$ cat config.mk
export PLATFORM = sky130hd
export DESIGN_NAME = seq_divider
export DESIGN_NICKNAME = d
export VERILOG_FILES = /design/src/rtl/div_pkg.sv /design/src/rtl/div_step.sv /design/src/rtl/seq_divider.sv
export SDC_FILE = /design/constraint.sdc
export NUM_CORES = 1
export LEC_CHECK = 0
export BUFFER_PORTS_ARGS = -buffer_cell sky130_fd_sc_hd__buf_2
export CORE_MARGIN = 2
export CORE_UTILIZATION = 55
export CTS_BUF_LIST = sky130_fd_sc_hd__clkbuf_8
export DETAILED_ROUTE_END_ITERATION = 10
export HOLD_SLACK_MARGIN = 0.05
export PLACE_DENSITY = 0.79
export SYNTH_ARGS = -nofsm -noshare
export SYNTH_HDL_FRONTEND = slang
export SYNTH_SLANG_ARGS = --single-unit
$ cat constraint.sdc
create_clock -name clk_i -period 2.95 [get_ports clk_i]
set_clock_uncertainty 0.05 [all_clocks]
set_input_delay 0.4425 -clock clk_i [delete_from_list [all_inputs] [get_ports clk_i]]
set_output_delay 0.4425 -clock clk_i [all_outputs]
set_load 0.02 [all_outputs]
$ cat src/rtl/div_pkg.sv
// Shared definitions for the sequential restoring divider: FSM encoding, widths
// and the operand magnitude helper.
package div_pkg;

    localparam int DIV_W  = 32;
    localparam int ITER_W = 6;

    typedef enum logic [1:0] {
        IDLE = 2'd0,
        CALC = 2'd1,
        FIX  = 2'd2,
        DONE = 2'd3
    } state_t;

    // Two's-complement absolute value, applied only when the operand is signed.
    function automatic logic [DIV_W-1:0] mag(input logic [DIV_W-1:0] v, input logic sgn);
        return (sgn && v[DIV_W-1]) ? (~v + 1'b1) : v;
    endfunction

endpackage

$ cat src/rtl/div_step.sv
// One combinational restoring iteration: shift {rem, quot} left and trial-subtract the divisor.
// Zero latency, no flow control; the caller registers the outputs.
module div_step
    import div_pkg::*;
(
    input  logic [DIV_W-1:0] i_rem,
    input  logic [DIV_W-1:0] i_quot,
    input  logic [DIV_W-1:0] i_dsr,
    output logic [DIV_W-1:0] o_rem,
    output logic [DIV_W-1:0] o_quot
);

    logic [DIV_W:0] w_shift;
    logic [DIV_W:0] w_diff;

    // The partial remainder is always below the divisor, so 33 bits hold the shifted value.
    assign w_shift = {i_rem, i_quot[DIV_W-1]};
    assign w_diff  = w_shift - {1'b0, i_dsr};

    always_comb begin
        o_rem  = w_shift[DIV_W-1:0];
        o_quot = {i_quot[DIV_W-2:0], 1'b0};
        if (!w_diff[DIV_W]) begin
            o_rem  = w_diff[DIV_W-1:0];
            o_quot = {i_quot[DIV_W-2:0], 1'b1};
        end
    end

endmodule

$ cat src/rtl/seq_divider.sv
// 32-bit signed/unsigned restoring divider; done_o 34 cycles after start (1 cycle on divide-by-zero).
// No backpressure: start_i is ignored unless idle, results are held until the next accepted start.
module seq_divider
    import div_pkg::*;
(
    input  logic             clk_i,
    input  logic             rst_i,
    input  logic             start_i,
    input  logic             signed_i,
    input  logic [DIV_W-1:0] dividend_i,
    input  logic [DIV_W-1:0] divisor_i,
    output logic [DIV_W-1:0] quot_o,
    output logic [DIV_W-1:0] rem_o,
    output logic             busy_o,
    output logic             done_o,
    output logic             dbz_o
);

    state_t              r_state;
    state_t              w_next;
    logic [ITER_W-1:0]   r_cnt;
    logic [DIV_W-1:0]    r_rem;
    logic [DIV_W-1:0]    r_quot;
    logic [DIV_W-1:0]    r_dsr;
    logic                r_qneg;
    logic                r_rneg;
    logic [DIV_W-1:0]    w_step_rem;
    logic [DIV_W-1:0]    w_step_quot;

    div_step u_step (
        .i_rem  (r_rem),
        .i_quot (r_quot),
        .i_dsr  (r_dsr),
        .o_rem  (w_step_rem),
        .o_quot (w_step_quot)
    );

    always_ff @(posedge clk_i) begin
        if (rst_i) r_state <= IDLE;
        else       r_state <= w_next;
    end

    always_comb begin
        w_next = r_state;
        case (r_state)
            IDLE: if (start_i) w_next = (divisor_i == '0) ? DONE : CALC;
            CALC: if (r_cnt == ITER_W'(DIV_W - 1)) w_next = FIX;
            FIX:  w_next = DONE;
            DONE: w_next = IDLE;
            default: w_next = IDLE;
        endcase
    end

    always_ff @(posedge clk_i) begin
        if (rst_i) begin
            r_cnt  <= '0;
            r_rem  <= '0;
            r_quot <= '0;
            r_dsr  <= '0;
            r_qneg <= 1'b0;
            r_rneg <= 1'b0;
            quot_o <= '0;
            rem_o  <= '0;
            busy_o <= 1'b0;
            done_o <= 1'b0;
            dbz_o  <= 1'b0;
        end else begin
            done_o <= 1'b0;
            case (r_state)
                IDLE: begin
                    if (start_i && divisor_i == '0) begin
                        quot_o <= '1;
                        rem_o  <= dividend_i;
                        dbz_o  <= 1'b1;
                        done_o <= 1'b1;
                    end else if (start_i) begin
                        // The quotient register starts out holding the dividend; its bits shift out MSB first.
                        r_quot <= mag(dividend_i, signed_i);
                        r_dsr  <= mag(divisor_i, signed_i);
                        r_rem  <= '0;
                        r_cnt  <= '0;
                        r_qneg <= signed_i & (dividend_i[DIV_W-1] ^ divisor_i[DIV_W-1]);
                        r_rneg <= signed_i & dividend_i[DIV_W-1];
                        dbz_o  <= 1'b0;
                        busy_o <= 1'b1;
                    end
                end
                CALC: begin
                    r_rem  <= w_step_rem;
                    r_quot <= w_step_quot;
                    r_cnt  <= r_cnt + ITER_W'(1);
                end
                FIX: begin
                    quot_o <= r_qneg ? (~r_quot + 1'b1) : r_quot;
                    rem_o  <= r_rneg ? (~r_rem + 1'b1) : r_rem;
                    busy_o <= 1'b0;
                    done_o <= 1'b1;
                end
                default: ;
            endcase
        end
    end

endmodule
==> results.cfg <==
[setup_path]
worst-r2r-cell-count = 13
slowest_stage = fa_2
start_kind = flip-flop
worstReg2RegEnd = r_rem[22]$_SDFFE_PP0P_
rrSetupSlack_ns = -0.09
crit_start = r_dsr[0]$_SDFFE_PP0P_
crit_required_ns = 3.32
crit_arrival_ns = 3.41
cpPeakStageDelay_ns = 0.40
path_max_fanout = 8
r2r_start = r_dsr[0]$_SDFFE_PP0P_
path_class = reg -> reg
crit_end = r_rem[22]$_SDFFE_PP0P_
critPathCaptureType = flip-flop
path_cells = ha_4, fa_2, nor2b_2, o2111ai_2, a211oi_2, o21ai_2, a21oi_2, a221o_2, xor2_2, buf_6, buf_6, nand3_1, nand3_1

[grt]
grt_pass1_vias = 10490
grt_overflow_total = 0
grt_pass1_wl_mm = 52.44
grt_max_degree = 80
grtUsageTotal_pct = 29.79
antenna_found_initial = 1

[place]
dpl.cell_count = 1874
port_buffers = 134
gp_congestion = 0.9015
hpwl_mm = 24.70

[timing]
fin_crit_ns = 3.039
fmax_ghz = 0.3291
slew_headroom_pct = 35.90
setup_viol = 29
rsz0062_at_grt = true
period_share_pct = 103.0
drv_slew = 0
worst_slack_ns = -0.08854
worst_pin_slew_ns = 0.9601
hold_viol_final = 0

[synthesis]
synthCells = 1429
syn_area_per_cell_um2 = 7.739
synth_top_flop_cell = dfxtp_1
synth_area_um2 = 11060
yosysWarnings = 0
synth_edf_count = 0
syn_nets = 1538
synth-seq-cells = 173
yosysSeqAreaShare_pct = 31.32
async_flop_share_pct = 0
synth_cell_type_count = 68

[cells_and_area]
fill_cells = 1602
final_cell_mix = nand2_1, dfxtp_1, buf_4
final_core_util_pct = 68.86
multi_input_area_um2 = 7183
layout_commonest_cell = nand2_1
nets = 1749
final_cells = 1919
regArea_um2 = 3465
drive_gt1_share_pct = 22.50
syn_to_final_growth_pct = 21.97

[pwr]
powerDensity_nw_per_um2 = 698.3
leakage_nw = 5.668
ir_drop_uv = 427.0

[clocking]
clk_pin_slew_ns = 0.10
worst_skew_pair.late_latency_ns = 0.49
htree_levels = 4
cts_buffers = 17
root_buffer = clkbuf_8
cts_sinks = 173
cts_buffer_depth = 2
cts_tree = done

[floorplan]
dieHeight_um = 145.8
die_w_um = 145.8
fp.coreArea_um2 = 19590
ios = 135
rows = 51
die_area_um2 = 21260
initial_core_util_pct = 56.45

[detailed_routing]
drt_iter0_markers = 1031
wl_per_cell_um = 17.06
routed_wl_mm = 32.74
drcViolationCount = 0
vias_per_cell = 6.055
postRouteAntennaNets = 0
dr.pass1.iters = 7
num_vias = 11620

[min_path]
hold_class = in -> reg

[status]
violations = setup timing
status = finished, violations left

[flow_run]
max_cap_viol_count = 0
cell families after synthesis:
kind of cell	after synthesis	synth area share, %
and+or+nand+nor	510	21.55
AOI/OAI and AO/OA	406	24.97
DFF	173	31.32
xor gates and xnor gates	150	11.88
buffers and inverters	146	5.306
adders and majority gates	41	4.706
muxes	3	0.2715
sequential cells by signal, indices dropped and copies added (netlist names), 2 cells and up:
| signal | flops |
|---|---|
| r_state | 2 |
| r_rem | 32 |
| quot_o | 32 |
| r_quot | 32 |
| r_cnt | 6 |
| rem_o | 32 |
| r_dsr | 32 |
cells in the mapped netlist, drive strengths merged, types with 39 or more instances:
master  number  area share, %
nor2       122            4.1
nand2      176            6.0
a21oi      113            5.1
inv         53            1.8
xnor2       64            5.1
dfxtp      173             31
ha          40            4.5
a211oi      39            2.6
clkbuf      62            2.1
xor2        86            6.8
o21ai       53            2.4
nand3       89            4.0
stage by stage:
stage / setup TNS [ns] / instance area (um2) / hold WS (ns) / total power, mW / setup slack [ns]
2_1_floorplan: 0 / 11070 / 0.3819 / 6.083 / 0.04127
3_3_place_gp: -2.536 / 12870 / 0.3859 / 7.450 / -0.07800
3_5_place_dp: -10.41 / 12870 / 0.3930 / 7.556 / -0.1926
4_1_cts: 0 / 13360 / 0.1408 / 9.274 / 0.002157
5_1_grt: -6.081 / 13490 / 0.1348 / 9.992 / -0.2521
6_report: -0.8487 / 13490 / 0.1632 / 9.420 / -0.08854
how the worst min path moves through the flow:
| stage | start | to | slack, ns | cells past startpoint |
|---|---|---|---|---|
| after floorplan | r_dsr[30]$_SDFFE_PP0P_ | r_dsr[30]$_SDFFE_PP0P_ | 0.38 | 2 |
| after global placement | rem_o[19]$_SDFFE_PP0P_ | rem_o[19]$_SDFFE_PP0P_ | 0.39 | 2 |
| after detailed placement | rem_o[16]$_SDFFE_PP0P_ | rem_o[16]$_SDFFE_PP0P_ | 0.39 | 2 |
| after CTS | rst_i | r_quot[26]$_SDFFE_PP0P_ | 0.14 | 2 |
| after global routing | rst_i | r_quot[27]$_SDFFE_PP0P_ | 0.13 | 2 |
| final | rst_i | r_quot[2]$_SDFFE_PP0P_ | 0.16 | 2 |
repair_timing:
action                                 in CTS  in global routing
pin swaps                                   4                 21
gates resized for setup                     7                 26
hold buffers                                0                  0
setup buffers                              10                  2
endpoints found under the hold margin       0                  0
setup endpoints to repair                  32                 35
worst max-delay path: cells and delay by family (launching register included):
family	cells	cell delay, ns
compound gates	5	1.07
fa+ha+maj	2	0.59
simple gates	3	0.40
flops	1	0.37
buf+inv	2	0.31
xor+xnor	1	0.18
per-layer routing:
metal  track usage [%]  vias to the layer above  wire length (um)
li1                  -                     5588                 -
met1             40.42                     5406             14120
met2             47.17                      543             14870
met3             5.549                       83              2768
met4             11.23                        0               983
met5                 0                        -                 0
report_power, final:
group	internal [mW]	switching, mW
logic	1.89	2.79
clock network	0.626	1.01
registers	2.77	0.331
total	5.28	4.14
final cells by class:
| type | count | area share, % |
|---|---|---|
| Antenna cell | 1 | 0.01855 |
| Clock buffer | 17 | 1.735 |
| Clock inverter | 15 | 1.076 |
| Inverter | 53 | 1.475 |
| Multi-Input combinational cell | 1110 | 53.25 |
| Sequential cell | 173 | 25.68 |
| Tap cell | 265 | 2.458 |
| Timing Repair Buffer | 285 | 14.30 |
(Power assumes the default switching activity.)
